`config.mk`:
```
export PLATFORM = sky130hd
export DESIGN_NAME = multisend_flat
export DESIGN_NICKNAME = d
export VERILOG_FILES = /design/src/rtl/multisend_if.sv /design/src/rtl/multisend.sv /design/src/flat_wrapper.sv
export SDC_FILE = /design/constraint.sdc
export NUM_CORES = 1
export LEC_CHECK = 0
export CAP_MARGIN = 20
export CORE_MARGIN = 1
export CORE_UTILIZATION = 51
export DETAILED_ROUTE_END_ITERATION = 16
export PLACE_DENSITY = 0.9
export SYNTH_ARGS = -nofsm -noshare
export SYNTH_HDL_FRONTEND = slang
export SYNTH_SLANG_ARGS = --single-unit
```
`constraint.sdc`:
```
create_clock -name hwclk -period 2.32 [get_ports hwclk]
set_input_delay 0.464 -clock hwclk [delete_from_list [all_inputs] [get_ports hwclk]]
set_output_delay 0.464 -clock hwclk [all_outputs]
set_load 0.02 [all_outputs]
```
`src/rtl/multisend_if.sv`:
```
// Handshake bundle between the controller and the octal-digit transmitter:
// request side (num/enabled) and the parallel data bus with strobe and done.
interface multisend_if;
    logic [31:0] num;
    logic        enabled;
    logic        out0;
    logic        out1;
    logic        out2;
    logic        controlOut;
    logic        done;

    modport master (output num, output enabled,
                    input  out0, input out1, input out2, input controlOut, input done);
    modport slave  (input  num, input  enabled,
                    output out0, output out1, output out2, output controlOut, output done);
endinterface

```
`src/rtl/multisend.sv`:
```
// Keylock transmitter: sends a latched 32-bit word as NUM_DIGITS octal digits,
// LSB digit first, each framed by setup / strobe / hold phases.
module multisend #(
    parameter int NUM_DIGITS    = 11,
    parameter int SETUP_CYCLES  = 1,
    parameter int STROBE_CYCLES = 1,
    parameter int HOLD_CYCLES   = 1
) (
    input  logic          hwclk,
    input  logic          rst_n,
    multisend_if.slave    bus
);
    localparam int MAXC = (SETUP_CYCLES > STROBE_CYCLES) ?
                          ((SETUP_CYCLES > HOLD_CYCLES) ? SETUP_CYCLES : HOLD_CYCLES) :
                          ((STROBE_CYCLES > HOLD_CYCLES) ? STROBE_CYCLES : HOLD_CYCLES);
    localparam int CW = $clog2(MAXC + 1);

    typedef enum logic [2:0] {S_IDLE, S_SETUP, S_STROBE, S_HOLD, S_DONE} state_t;

    state_t        r_state, w_state_nxt;
    logic [31:0]   r_sh,    w_sh_nxt;
    logic [3:0]    r_dig,   w_dig_nxt;
    logic [CW-1:0] r_cnt,   w_cnt_nxt;
    logic [2:0]    r_data;
    logic          r_ctrl;
    logic          r_done;
    logic          w_busy_nxt;

    always_ff @(posedge hwclk or negedge rst_n) begin
        if (!rst_n) begin
            r_state <= S_IDLE;
            r_sh    <= '0;
            r_dig   <= '0;
            r_cnt   <= '0;
            r_data  <= '0;
            r_ctrl  <= 1'b0;
            r_done  <= 1'b0;
        end else begin
            r_state <= w_state_nxt;
            r_sh    <= w_sh_nxt;
            r_dig   <= w_dig_nxt;
            r_cnt   <= w_cnt_nxt;
            // Outputs are registered from the next state so they line up with it.
            r_data  <= w_busy_nxt ? w_sh_nxt[2:0] : 3'b000;
            r_ctrl  <= (w_state_nxt == S_STROBE);
            r_done  <= (w_state_nxt == S_DONE);
        end
    end

    always_comb begin
        w_state_nxt = r_state;
        w_sh_nxt    = r_sh;
        w_dig_nxt   = r_dig;
        w_cnt_nxt   = r_cnt + CW'(1);
        case (r_state)
            S_IDLE: begin
                if (bus.enabled) begin
                    w_sh_nxt    = bus.num;
                    w_dig_nxt   = '0;
                    w_state_nxt = S_SETUP;
                end
            end
            S_SETUP: begin
                if (!bus.enabled)                          w_state_nxt = S_IDLE;
                else if (r_cnt == CW'(SETUP_CYCLES - 1))   w_state_nxt = S_STROBE;
            end
            S_STROBE: begin
                if (!bus.enabled)                          w_state_nxt = S_IDLE;
                else if (r_cnt == CW'(STROBE_CYCLES - 1))  w_state_nxt = S_HOLD;
            end
            S_HOLD: begin
                if (!bus.enabled) begin
                    w_state_nxt = S_IDLE;
                end else if (r_cnt == CW'(HOLD_CYCLES - 1)) begin
                    if (r_dig == 4'(NUM_DIGITS - 1)) begin
                        w_state_nxt = S_DONE;
                    end else begin
                        w_sh_nxt    = r_sh >> 3;
                        w_dig_nxt   = r_dig + 4'd1;
                        w_state_nxt = S_SETUP;
                    end
                end
            end
            S_DONE: begin
                // Held until enabled drops, so a stuck-high request never restarts.
                if (!bus.enabled) w_state_nxt = S_IDLE;
            end
            default: w_state_nxt = S_IDLE;
        endcase
        if (w_state_nxt != r_state || r_state == S_IDLE || r_state == S_DONE)
            w_cnt_nxt = '0;
    end

    assign w_busy_nxt = (w_state_nxt == S_SETUP) || (w_state_nxt == S_STROBE) ||
                        (w_state_nxt == S_HOLD);

    assign bus.out0       = r_data[0];
    assign bus.out1       = r_data[1];
    assign bus.out2       = r_data[2];
    assign bus.controlOut = r_ctrl;
    assign bus.done       = r_done;
endmodule

```
`src/flat_wrapper.sv`:
```
// flat-port wrapper written by rule: the top's interface ports become plain ports
module multisend_flat 
#(
    parameter int NUM_DIGITS    = 11,
    parameter int SETUP_CYCLES  = 1,
    parameter int STROBE_CYCLES = 1,
    parameter int HOLD_CYCLES   = 1
)
  (hwclk, rst_n, bus_num, bus_enabled, bus_out0, bus_out1, bus_out2, bus_controlOut, bus_done);
  multisend_if bus_i ();
  input  logic hwclk;
  input  logic rst_n;
  input wire logic [$bits(bus_i.num)-1:0] bus_num;
  input wire logic [$bits(bus_i.enabled)-1:0] bus_enabled;
  output wire logic [$bits(bus_i.out0)-1:0] bus_out0;
  output wire logic [$bits(bus_i.out1)-1:0] bus_out1;
  output wire logic [$bits(bus_i.out2)-1:0] bus_out2;
  output wire logic [$bits(bus_i.controlOut)-1:0] bus_controlOut;
  output wire logic [$bits(bus_i.done)-1:0] bus_done;
  assign bus_i.num = bus_num;
  assign bus_i.enabled = bus_enabled;
  assign bus_out0 = bus_i.out0;
  assign bus_out1 = bus_i.out1;
  assign bus_out2 = bus_i.out2;
  assign bus_controlOut = bus_i.controlOut;
  assign bus_done = bus_i.done;
  multisend #(.NUM_DIGITS(NUM_DIGITS), .SETUP_CYCLES(SETUP_CYCLES), .STROBE_CYCLES(STROBE_CYCLES), .HOLD_CYCLES(HOLD_CYCLES)) u_core (.hwclk(hwclk), .rst_n(rst_n), .bus(bus_i));
endmodule
```
# Word level (Yosys, flattened, before mapping)
# Cells that the tools add are included.
[totals]
out_inout_bits = 5
wordCells = 53
inputBits = 35
regBits = 45
[classes]
n_reduce_logical = 7
mux = 22
n_eq_ne = 14
n_addsub = 2
[ops]
columns = ["cell", "n"]
rows = [
  ["$mux 32", 4],
  ["$pmux 32 s2", 1],
  ["$mux 3", 10],
  ["$mux 4", 4],
  ["$pmux 3 s5", 1],
  ["$eq 3x2->1 const B", 4],
  ["$ne 2x2->1 const B", 4],
  ["$pmux 4 s2", 1],
  ["$eq 3x1->1 const B", 2],
  ["$eq 3x3->1 const B", 2],
  ["$reduce_and 5->1", 1],
  ["$add 4x1->4 const B", 1],
  ["$eq 4x4->1 const B", 1],
  ["$logic_or 1x1->1", 4],
  ["$logic_not 3->1", 1],
  ["$ne 3x3->1", 1],
  ["$reduce_bool 2->1", 1],
  ["$add 1x1->1 const B", 1],
  ["$mux 1", 1],
]

# Logic depth before layout (Yosys ltp)
# Gate-level depths: netlist of the first run.
[depth]
word_depth = 9
ltp_mapped = 8
mapped_depth_nobuf = 6

# Worst setup path before layout of the first run
# OpenSTA, ideal clock, no wires.
[synth_timing]
kind = "register to register"
from = "reg u_core.r_dig[0]"
to = "reg u_core.r_data[1]"
period_less_slack_ps = 1662
arrival_time_ps = 1543
path_slack_ps = 658
setup_time_ps = 120
required_time_ps = 2200
path_stages_with_launch = 8
n_path_buf = 1
cell_sequence = "dfrtp_1 > inv_1 > ha_1 > nand3b_1 > and3_4 > buf_6 > a221o_1 > and3_1"
[synth_via]
elab_cells_between_ends = 15
cone_classes = "4 x eq/ne; 9 x mux; 2 x reduce/logical"
[synth_lines]
columns = ["item", "line", "source"]
rows = [
  ["from (decl)", "multisend.sv:22", "logic [3:0] r_dig, w_dig_nxt;"],
  ["from (signal assigned)", "multisend.sv:41", "r_dig <= w_dig_nxt;"],
  ["$eq 4x4->1", "multisend.sv:75", "if (r_dig == 4'(NUM_DIGITS - 1)) begin"],
  ["$mux 32", "multisend.sv:75", ""],
  ["$mux 32", "multisend.sv:74", "end else if (r_cnt == CW'(HOLD_CYCLES - 1)) begin"],
  ["$mux 32", "multisend.sv:72", "if (!bus.enabled) begin"],
  ["$pmux 32 s2", "multisend.sv:55", "case (r_state)"],
  ["named net u_core.w_sh_nxt[1]", "multisend.sv:21", "logic [31:0] r_sh, w_sh_nxt;"],
  ["$mux 3", "multisend.sv:44", "r_data <= w_busy_nxt ? w_sh_nxt[2:0] : 3'b000;"],
  ["to (signal assigned)", "multisend.sv:44", ""],
  ["to (decl)", "multisend.sv:24", "logic [2:0] r_data;"],
]
# The timed path passes the listed nets, and every way through them passes these cells. The select of a mux whose other input is x is not followed.
# A chain may end at the register's enable or synchronous reset.

# Worst setup path in the final report of the first run
[layout_timing]
from = "in bus_enabled"
to = "reg u_core.r_data[1]"
[layout_via]
elab_cells_between_ends = 15
cone_classes = "3 x eq/ne; 10 x mux; 2 x reduce/logical"
[layout_lines]
columns = ["item", "line", "source"]
rows = [
  ["from (decl)", "flat_wrapper.sv:14", "input wire logic [$bits(bus_i.enabled)-1:0] bus_enabled;"],
  ["$mux 32 (on tied branches)", "multisend.sv:72, multisend.sv:57", ""],
  ["$pmux 32 s2 *", "multisend.sv:55", ""],
  ["named net u_core.w_sh_nxt[1]", "multisend.sv:21", ""],
  ["$mux 3 *", "multisend.sv:44", ""],
]
# Mark *: on every way through the listed nets, which the timed path passes. The rest lies on a longest branch. The select of a mux whose other input is x is not followed.

==> results.tsv, run 1 <==
metric	value	unit
status	complete, no violations	
worst-case vdd ir drop	338	uV
Req. time, crit path	2560	ps
Synth cell types	36	
DRT antenna net count	0	
setup repair after global routing missed its margin	false	
routing usage on met2	0.358	
iteration-0 DRC count of the detailed router	178	
Core Area	3720	um2
leading register cell type out of synthesis	sky130_fd_sc_hd__dfrtp_1	
most common cell in the synthesized netlist	sky130_fd_sc_hd__nand2_1	
cell area after synthesis	2000	um2
number of antenna violations at the first check in global routing	0	
number of vias per cell	5.67	
highest achievable clock rate	549	MHz
Clock Power Share	0.276	
ys async rst share	1.00	
critical path start-end classification	in -> reg	
slew at the pin closest to its max-slew limit	542	ps
Mapped Avg Cell Area	10.1	um2
die width	64.6	um
kind of path behind the tightest hold check	in -> async	
setup bufs post-CTS	0	
DR DRC count	0	
count of buffers from port buffering	39	
number of pins with negative max-slew slack in the final report	0	
utilization of the core after routing	0.682	
number of standard-cell rows in the floorplan	22	
simple-gate portion of the synthesized area	0.200	
logic gate share of total power	0.174	
xor-xnor portion of the synthesized cell area	0.00438	
Pwr per Cell Area	725	nW/um2
mux share of post-synthesis cell area	0.0156	
count of flip-flops with a built-in enable after synthesis	0	
drt pass-1 iters	4	
largest family of logic cells by synthesized area	simple AND/OR/NAND/NOR gates	
worst slew margin relative to its limit	0.639	
Psw	518	uW
total clock sinks	45	
GR Util met1	0.316	
Max Buffers Root-to-Sink	2	
final worst clock skew	12.5	ps
number of global-route vias before repair	1519	
crit-path max FO	30	
I/O pins	40	
top area cells in the synthesized netlist	sky130_fd_sc_hd__dfrtp_1 (56%), sky130_fd_sc_hd__nand2_1 (12%), sky130_fd_sc_hd__a22oi_1 (9.8%)	
post-synth top area cell	sky130_fd_sc_hd__dfrtp_1	
total wire length after detailed routing	4350	um
initial core utilization	0.538	
sequential fraction of design power	0.550	
height of the die	64.6	um
met3 layer usage reported by global route	0.0528	
Tot GR Track Use	0.232	
placed wire-length estimate	2890	um
average routed wire per standard cell	15.2	um
cts-stage hold buffer count	0	
Max Cap Violations	0	
number of nets in the synthesized netlist	235	
leakage component of the power	0.00120	uW
wire length of the first global-routing pass	7210	um
die area	4180	um2
clock buffers created by TritonCTS	5	
final hold violation count	0	
Synth top area share	0.563	
CTS HTree Levels	2	
number of failing setup endpoints in the final timing report	0	
signed area change from the synthesized netlist to the final layout	26.7	%
cell-internal power	1320	uW
final layout net count	274	
worst skew pair latency	310	ps
post-synthesis sequential element count	45	
commonest cells in the netlist	sky130_fd_sc_hd__nand2_1 (64), sky130_fd_sc_hd__dfrtp_1 (45), sky130_fd_sc_hd__a22oi_1 (26)	
type of origin of the critical path	input port	
total overflow reported by the global router	0	
clock tree from TritonCTS	done	
ratio of final minimum period to clock period	0.786	
final setup TNS	0	ps
vias after detailed routing	1623	
fraction of power spent switching nets	0.282	
arrival time worst endpoint	2060	ps
share of synthesized cell area in full adder, half adder and majority cells	0.0125	
number of instances in the synthesized netlist	198	
share of cells above drive strength 1	0.0798	
sequential fraction of the synthesis area	0.563	
count of synthesis-stage warnings from yosys	0	
highest-utilization routing layer at the global route stage	met2	
pin count of the biggest net entering global routing	31	
ant diodes	0	
Final min period	1820	ps
clock transition at the registers of the reported paths	90	ps
clock root buffer master	sky130_fd_sc_hd__clkbuf_8	
final worst hold slack	131	ps
post_cts resized	0	
GPL Wtd Cong	0.822	
type of destination of the critical path	flip-flop	
fraction of the mapped netlist area in compound gates	0.162	
-- power by group through the flow --
| stage | sequential (uW) | clock (uW) | combinational (uW) |
|---|---|---|---|
| 5_1_grt | 1020 | 548 | 360 |
| 6_report | 1010 | 507 | 319 |
| 2_1_floorplan | 994 | 0 | 185 |
| 3_3_place_gp | 1010 | 0 | 305 |
| 3_5_place_dp | 1010 | 0 | 319 |
| 4_1_cts | 1010 | 508 | 322 |
-- state kept, by name (all words and copies together) (netlist names) --
register / count
u_core.bus.done: 1
u_core.r_data: 3
u_core.r_state: 3
u_core.bus.controlOut: 1
u_core.r_sh: 32
u_core.r_dig: 4
u_core.r_cnt: 1
-- critical path, cell delays in order --
cell and delay (ps):
sky130_fd_sc_hd__clkdlybuf4s50_1 530, sky130_fd_sc_hd__nor4b_4 260, sky130_fd_sc_hd__buf_4 340, sky130_fd_sc_hd__and2_1 190
sky130_fd_sc_hd__a221o_1 130, sky130_fd_sc_hd__and3_1 140
-- cell usage in the layout (no fill, tap or decap), types with 2 or more instances in the layout --
cell                               n
sky130_fd_sc_hd__a21o_1            5
sky130_fd_sc_hd__a21oi_1           2
sky130_fd_sc_hd__a22oi_1          26
sky130_fd_sc_hd__a32oi_1           2
sky130_fd_sc_hd__and2_1            3
sky130_fd_sc_hd__and2b_1           2
sky130_fd_sc_hd__buf_4             4
sky130_fd_sc_hd__clkbuf_8          6
sky130_fd_sc_hd__clkdlybuf4s50_1  38
sky130_fd_sc_hd__dfrtp_1          45
sky130_fd_sc_hd__ha_1              2
sky130_fd_sc_hd__inv_1             2
sky130_fd_sc_hd__mux2i_1           2
sky130_fd_sc_hd__nand2_1          64
sky130_fd_sc_hd__nand2b_1          2
sky130_fd_sc_hd__nand3b_1          2
sky130_fd_sc_hd__nor2_1            4
sky130_fd_sc_hd__nor3_1            2
sky130_fd_sc_hd__o21ai_0           3
sky130_fd_sc_hd__o21ai_1           3
-- per-layer routing --
metal / part of all wire / wire length, um / vias up
met4: 0.017 / 76 / 0
met1: 0.44 / 1900 / 792
met5: 0 / 0 / -
met2: 0.49 / 2130 / 61
met3: 0.055 / 240 / 8
li1: - / - / 762
-- through the flow --
step	power [uW]	cells	setup slack, ps	cell area, um2
final	1840	286	498	2530
after global routing	1930	286	390	2530
after CTS	1830	286	506	2530
after detailed placement	1330	278	207	2440
after global placement	1320	278	245	2440
after floorplan	1180	198	658	2000
-- area by class of cell --
cell class                      count  area (um2)
Clock buffer                        6        82.6
Clock inverter                      2        13.8
Fill cell                         270        1180
Inverter                            2        7.51
Multi-Input combinational cell    139         808
Sequential cell                    45        1130
Tap cell                           48        60.1
Timing Repair Buffer               44         435
-- final timing paths --
kind	from	end	slack (ps)	cells after the start
max in group asynchronous	rst_n	u_core.r_sh[19]$_DFFE_PN0P_	1630	2
worst max register to register	u_core.r_dig[0]$_DFFE_PN0P_	u_core.r_data[1]$_DFF_PN0_	500	6
min in group hwclk	u_core.r_sh[26]$_DFFE_PN0P_	u_core.r_sh[26]$_DFFE_PN0P_	490	2
worst max-delay path	bus_enabled	u_core.r_data[1]$_DFF_PN0_	500	6
worst min-delay path	rst_n	u_core.r_sh[31]$_DFFE_PN0P_	130	1
worst min register to register	u_core.r_sh[26]$_DFFE_PN0P_	u_core.r_sh[26]$_DFFE_PN0P_	490	2
-- kinds of logic (layout without fill, tap and decap cells) --
group,after synthesis,after routing
compound gates,45,45
xor+xnor,1,1
fa+ha+maj,2,2
buf+inv,14,54
flops,45,45
mux,3,3
other cells,1,1
simple gates,87,87
(Power assumes the default switching activity.)
==> run 2, diff against run 1 <==
--- a/config.mk
+++ b/config.mk
@@ -7,9 +7,9 @@
 export LEC_CHECK = 0
 export CAP_MARGIN = 20
 export CORE_MARGIN = 1
-export CORE_UTILIZATION = 51
+export CORE_UTILIZATION = 46
 export DETAILED_ROUTE_END_ITERATION = 16
-export PLACE_DENSITY = 0.9
+export PLACE_DENSITY = 0.86
 export SYNTH_ARGS = -nofsm -noshare
 export SYNTH_HDL_FRONTEND = slang
 export SYNTH_SLANG_ARGS = --single-unit
==> constraint.sdc (replaced) <==
create_clock -name hwclk -period 1.6 [get_ports hwclk]
set_input_delay 0.32 -clock hwclk [delete_from_list [all_inputs] [get_ports hwclk]]
set_output_delay 0.32 -clock hwclk [all_outputs]
set_load 0.02 [all_outputs]
==> results.tsv, run 2 (synthesized netlist as in run 1, its figures left out) <==
metric	value	unit	change
status	complete, no violations		
total overflow reported by the global router	0		unchanged
cell-by-cell trace of the critical path	inv_1 > ha_1 > nand3b_1 > and3_4 > a221o_1 > and3_1		
Max Buffers Root-to-Sink	2		unchanged
CTS HTree Levels	2		unchanged
I/O pins	40		unchanged
clock tree from TritonCTS	done		
worst skew pair latency	300	ps	about the same
clock transition at the registers of the reported paths	80	ps	about the same
clock root buffer master	sky130_fd_sc_hd__clkbuf_8		
final hold violation count	0		unchanged
vias after detailed routing	1602		-1.3%
share of cells above drive strength 1	0.156		+0.0762
logic gate share of total power	0.203		+0.029
final worst clock skew	7.08	ps	-5.42 ps
Tot GR Track Use	0.209		-0.0233
Max Cap Violations	0		unchanged
number of failing setup endpoints in the final timing report	0		unchanged
sequential fraction of design power	0.546		-0.004
type of destination of the critical path	flip-flop		
Worst Reg-to-Reg Cells	6		unchanged
setup repair after global routing missed its margin	true		
worst-case vdd ir drop	562	uV	+67%
Core Area	4090	um2	+10%
worst reg2reg setup slack	30	ps	-460 ps
crit-path max FO	4		-87%
DRT antenna net count	0		unchanged
slew at the pin closest to its max-slew limit	567	ps	+24.8 ps
total clock sinks	45		unchanged
number of pins with negative max-slew slack in the final report	0		unchanged
Psw	746	uW	+44%
Area after DPL	2550	um2	+4.8%
average routed wire per standard cell	14.5	um	-4.7%
ratio of final minimum period to clock period	0.979		
height of the die	67.9	um	+5.1%
Req. time, crit path	1790	ps	-770 ps
GPL Wtd Cong	0.831		+1.1%
Critical-path top delay cell	sky130_fd_sc_hd__dfrtp_1		
critical path start-end classification	reg -> reg		
initial core utilization	0.489		-0.0488
crit-path leading delay family	simple AND/OR/NAND/NOR gates		
cell area after layout	2700	um2	+6.6%
Fill cells	330		+22%
drt pass-1 iters	4		unchanged
die area	4610	um2	+11%
commonest cells after routing, fill and taps aside	sky130_fd_sc_hd__nand2_1 (64), sky130_fd_sc_hd__dfrtp_1 (45), sky130_fd_sc_hd__clkdlybuf4s50_1 (38)		
flip-flop count of the largest register, all copies and words added	32		unchanged
Final min period	1570	ps	
Clock Power Share	0.251		-0.025
most frequent standard cell in the layout excluding fill and tap cells	sky130_fd_sc_hd__nand2_1		
number of antenna violations at the first check in global routing	0		unchanged
critical path's largest stage delay	390	ps	-140 ps
ant diodes	0		unchanged
number of global-route vias before repair	1550		+2.0%
pin count of the biggest net entering global routing	46		+48%
signed area change from the synthesized netlist to the final layout	35.0	%	
worst slew margin relative to its limit	0.622		-0.0166
leakage component of the power	0.00126	uW	+5.6%
type of origin of the critical path	flip-flop		
die width	67.9	um	+5.1%
cell-internal power	1920	uW	+45%
highest achievable clock rate	639	MHz	
number of vias per cell	5.34		-5.9%
final layout net count	287		+4.7%
Pwr per Cell Area	986	nW/um2	+36%
total wire length after detailed routing	4350	um	about the same
final setup TNS	0	ps	unchanged
kind of path behind the tightest hold check	in -> async		
placed wire-length estimate	3030	um	+5.0%
Top Registers	u_core.r_sh x32, u_core.r_dig x4		
fraction of power spent switching nets	0.280		-0.00164
wire length of the first global-routing pass	6960	um	-3.4%
count of buffers from port buffering	39		unchanged
Bufs and invs on worst path	1		-1
arrival time worst endpoint	1750	ps	-310 ps
iteration-0 DRC count of the detailed router	140		-21%
register with the most flip-flops	u_core.r_sh		
number of standard-cell rows in the floorplan	23		+4.5%
reg-to-reg critical path endpoint	u_core.r_data[1]$_DFF_PN0_		
Reg-to-Reg Start	u_core.r_dig[0]$_DFFE_PN0P_		
clock buffers created by TritonCTS	5		unchanged
DR DRC count	0		unchanged
[run 2: how the worst max path moves through the flow]
stage,start,to,cells past startpoint
after detailed placement,bus_enabled,u_core.r_data[1]$_DFF_PN0_,6
after global routing,u_core.r_dig[0]$_DFFE_PN0P_,u_core.r_data[1]$_DFF_PN0_,6
after global placement,bus_enabled,u_core.r_data[1]$_DFF_PN0_,6
after floorplan,u_core.r_dig[0]$_DFFE_PN0P_,u_core.r_data[1]$_DFF_PN0_,7
final,u_core.r_dig[0]$_DFFE_PN0P_,u_core.r_data[1]$_DFF_PN0_,6
after CTS,u_core.r_dig[0]$_DFFE_PN0P_,u_core.r_data[1]$_DFF_PN0_,6
[run 2: metrics by stage]
stage	worst slack, ps	hold WS [ps]	cells	power [uW]	util
after floorplan	-43.4	24.4	198	1710	-
after global placement	-150	426	292	1950	0.625
after detailed placement	-181	438	292	1990	0.625
after CTS	10.9	112	299	2660	0.645
after global routing	-75.6	124	300	2830	0.661
final	34.0	95.2	300	2660	0.661
[run 2: layout make-up]
| cell class | count | area [um2] | area share |
|---|---|---|---|
| Clock inverter | 1 | 8.76 | 0.00324 |
| Timing Repair Buffer | 57 | 569 | 0.211 |
| Sequential cell | 45 | 1130 | 0.417 |
| Multi-Input combinational cell | 139 | 853 | 0.316 |
| Tap cell | 50 | 62.6 | 0.0232 |
| Inverter | 2 | 7.51 | 0.00278 |
| Clock buffer | 6 | 72.6 | 0.0269 |
[run 2: timing repair]
item | CTS | global route
buffers inserted | 0 | 1
setup endpoints to repair | 0 | 20
hold buffers | 0 | 0
gates resized for setup | 0 | 12
[run 2: per-layer routing]
metal  track usage  share of wire
met5             0              0
met4        0.0833          0.016
met3        0.0550          0.038
met2         0.328           0.48
met1         0.274           0.46
[run 2: power by group through the flow]
stage               logic, uW  registers (uW)  clock network (uW)
floorplan                 269            1440                   0
global placement          499            1450                   0
detailed placement        521            1460                   0
CTS                       523            1440                 691
global route              598            1470                 753
finish                    541            1450                 667
==> run 3, diff against run 2 <==
--- a/config.mk
+++ b/config.mk
@@ -6,10 +6,11 @@
 export NUM_CORES = 1
 export LEC_CHECK = 0
 export CAP_MARGIN = 20
-export CORE_MARGIN = 1
+export CORE_MARGIN = 2
 export CORE_UTILIZATION = 46
 export DETAILED_ROUTE_END_ITERATION = 16
 export PLACE_DENSITY = 0.86
+export RECOVER_POWER = 50
 export SYNTH_ARGS = -nofsm -noshare
 export SYNTH_HDL_FRONTEND = slang
 export SYNTH_SLANG_ARGS = --single-unit
==> constraint.sdc (replaced) <==
create_clock -name hwclk -period 1.4 [get_ports hwclk]
set_input_delay 0.28 -clock hwclk [delete_from_list [all_inputs] [get_ports hwclk]]
set_output_delay 0.28 -clock hwclk [all_outputs]
set_load 0.02 [all_outputs]
==> results.tsv, run 3 (synthesized netlist as in run 1, its figures left out) <==
metric	value	unit	change
flip-flop count of the largest register, all copies and words added	32		unchanged
cell-by-cell trace of the critical path	inv_1 > ha_1 > nand3b_1 > a31oi_2 > buf_6 > buf_12 > nand2_1 > nand2_1		
Critical-path top delay cell	sky130_fd_sc_hd__dfrtp_1		
Max Cap Violations	0		unchanged
GR Util met1	0.261		-0.0129
ant diodes	0		unchanged
Pwr per Cell Area	1120	nW/um2	+14%
final setup TNS	-3030	ps	-3030 ps
vias after detailed routing	1738		+8.5%
number of global-route vias before repair	1650		+6.5%
final layout net count	298		+3.8%
number of pins with negative max-slew slack in the final report	0		unchanged
CP dominant cell by count	sky130_fd_sc_hd__nand2_1		
share of cells above drive strength 1	0.214		+0.0577
violations in the final reports	setup timing		
arrival time worst endpoint	1810	ps	+60 ps
crit-path max FO	11		+7
highest achievable clock rate	640	MHz	+0.14%
met3 layer usage reported by global route	0.0620		+0.00705
critical path start-end classification	reg -> reg		
final hold violation count	0		unchanged
clock root buffer master	sky130_fd_sc_hd__clkbuf_8		
setup repair after global routing missed its margin	true		
clock tree from TritonCTS	done		
iteration-0 DRC count of the detailed router	117		-16%
die area	4890	um2	+6.0%
leakage component of the power	0.00138	uW	+9.4%
final worst clock skew	14.5	ps	+7.44 ps
number of antenna violations at the first check in global routing	0		unchanged
worst reg2reg setup slack	-160	ps	-200 ps
type of origin of the critical path	flip-flop		
kind of path behind the tightest hold check	in -> async		
drt pass-1 iters	4		unchanged
routing usage on met2	0.327		-0.00145
height of the die	69.9	um	+2.9%
Setup Slack @ Placement	-349	ps	-168 ps
type of destination of the critical path	flip-flop		
Final min period	1560	ps	-2.25 ps
number of failing setup endpoints in the final timing report	33		+33
register with the most flip-flops	u_core.r_sh		
status	finished with violations		
Tot GR Track Use	0.205		-0.00399
placed wire-length estimate	3270	um	+7.8%
pin count of the biggest net entering global routing	32		-30%
Req. time, crit path	1650	ps	-140 ps
total overflow reported by the global router	0		unchanged
worst skew pair latency	310	ps	about the same
count of buffers from port buffering	39		unchanged
final critical-path setup slack	-164	ps	-198 ps
critical path's largest stage delay	400	ps	about the same
initial core utilization	0.489		unchanged
ratio of final minimum period to clock period	1.12		+0.138
number of non-filler instances in the completed layout	312		+4.0%
GPL Wtd Cong	0.795		-4.3%
total area of sequential cells	1130	um2	+0.11%
cell total after placement	299		+2.4%
Core Area	4090	um2	unchanged
total clock sinks	45		unchanged
area taken by multi-input logic gates	880	um2	+3.1%
signed area change from the synthesized netlist to the final layout	43.9	%	
commonest cells after routing, fill and taps aside	sky130_fd_sc_hd__nand2_1 (64), sky130_fd_sc_hd__dfrtp_1 (44), sky130_fd_sc_hd__clkdlybuf4s50_1 (33)		
clock buffers created by TritonCTS	5		unchanged
Top Registers	u_core.r_sh x32, u_core.r_dig x4		
average routed wire per standard cell	17.2	um	+19%
CTS HTree Levels	2		unchanged
Fill cells	280		-15%
clock transition at the registers of the reported paths	90	ps	about the same
worst-case vdd ir drop	611	uV	+8.7%
DRT antenna net count	0		unchanged
I/O pins	40		unchanged
highest-utilization routing layer at the global route stage	met2		
DR DRC count	0		unchanged
number of vias per cell	5.57		+4.3%
most frequent standard cell in the layout excluding fill and tap cells	sky130_fd_sc_hd__nand2_1		
wire length of the first global-routing pass	7730	um	+11%
die width	69.9	um	+2.9%
Max Buffers Root-to-Sink	2		unchanged
total wire length after detailed routing	5370	um	+23%
number of standard-cell rows in the floorplan	23		unchanged
run 3: changes by cell type in the layout (fill, tap and decap cells not counted), moves of 2 or more:
cell                              before  now
sky130_fd_sc_hd__o21ai_2               0    3
sky130_fd_sc_hd__clkbuf_16             0    2
sky130_fd_sc_hd__dlygate4sd2_1         0    5
sky130_fd_sc_hd__a22oi_2               9    7
sky130_fd_sc_hd__o21ai_0               3    1
sky130_fd_sc_hd__a22oi_1              17   19
sky130_fd_sc_hd__buf_4                12   17
sky130_fd_sc_hd__clkdlybuf4s50_1      38   33
run 3: power breakdown:
group	total [uW]	internal, uW	leakage [uW]	switching (uW)
registers	1670	1520	0.000568	146
clock network	870	401	0.0000512	469
logic	687	358	0.000762	328
total	3220	2280	0.00138	943
run 3: area by class of cell:
| cell class | instances | share of cell area |
|---|---|---|
| flip-flops and latches | 45 | 0.392 |
| repair buffers | 68 | 0.244 |
| clock buffers | 6 | 0.0287 |
| multi-input cells | 139 | 0.306 |
| well taps | 50 | 0.0217 |
| inverters | 2 | 0.00261 |
| clock inverters | 2 | 0.00478 |
run 3: metrics by stage:
step           power [uW]  hold WS, ps  instance area (um2)  utilization
3_3_place_gp         2240          244                 2620        0.641
6_report             3220          436                 2880        0.704
4_1_cts              3140          453                 2760        0.675
2_1_floorplan        1970        -15.6                 2020            -
3_5_place_dp         2280          252                 2620        0.641
5_1_grt              3380          483                 2880        0.704
run 3: repair_timing:
item | 4_1_cts | 5_1_grt
hold buffers | 1 | 0
setup buffers | 2 | 1
hold endpoints to repair | 17 | 0
setup endpoints to repair | 39 | 42
gates resized for setup | 13 | 16
pin swaps | 2 | 2
cloned | 0 | 3
run 3: per-layer routing:
layer | wire [um] | vias up
li1 | - | 808
met1 | 2260 | 866
met2 | 2720 | 54
met3 | 286 | 10
met4 | 99 | 0
met5 | 0 | -
run 3: path summary, 6_finish.rpt:
path                                        startpoint                           to  depth (start not counted)
hold reg to reg            u_core.r_sh[27]$_DFFE_PN0P_  u_core.r_sh[27]$_DFFE_PN0P_                          2
hold / removal                                   rst_n  u_core.r_sh[28]$_DFFE_PN0P_                          2
setup / recovery           u_core.r_dig[0]$_DFFE_PN0P_  u_core.r_sh[23]$_DFFE_PN0P_                          8
setup reg to reg           u_core.r_dig[0]$_DFFE_PN0P_  u_core.r_sh[23]$_DFFE_PN0P_                          8
min in group hwclk         u_core.r_sh[27]$_DFFE_PN0P_  u_core.r_sh[27]$_DFFE_PN0P_                          2
max in group asynchronous                        rst_n     u_core.r_sh[2]$_DFF_PN0_                          3
run 3: critical path: cells and delay by family, from the launching register on:
| kind | cells | cell delay, ps |
|---|---|---|
| adder cells (fa/ha/maj) | 1 | 140 |
| AND/OR/NAND/NOR | 3 | 300 |
| flip-flops | 1 | 400 |
| AO/OA/AOI/OAI | 1 | 300 |
| buffers and inverters | 3 | 360 |
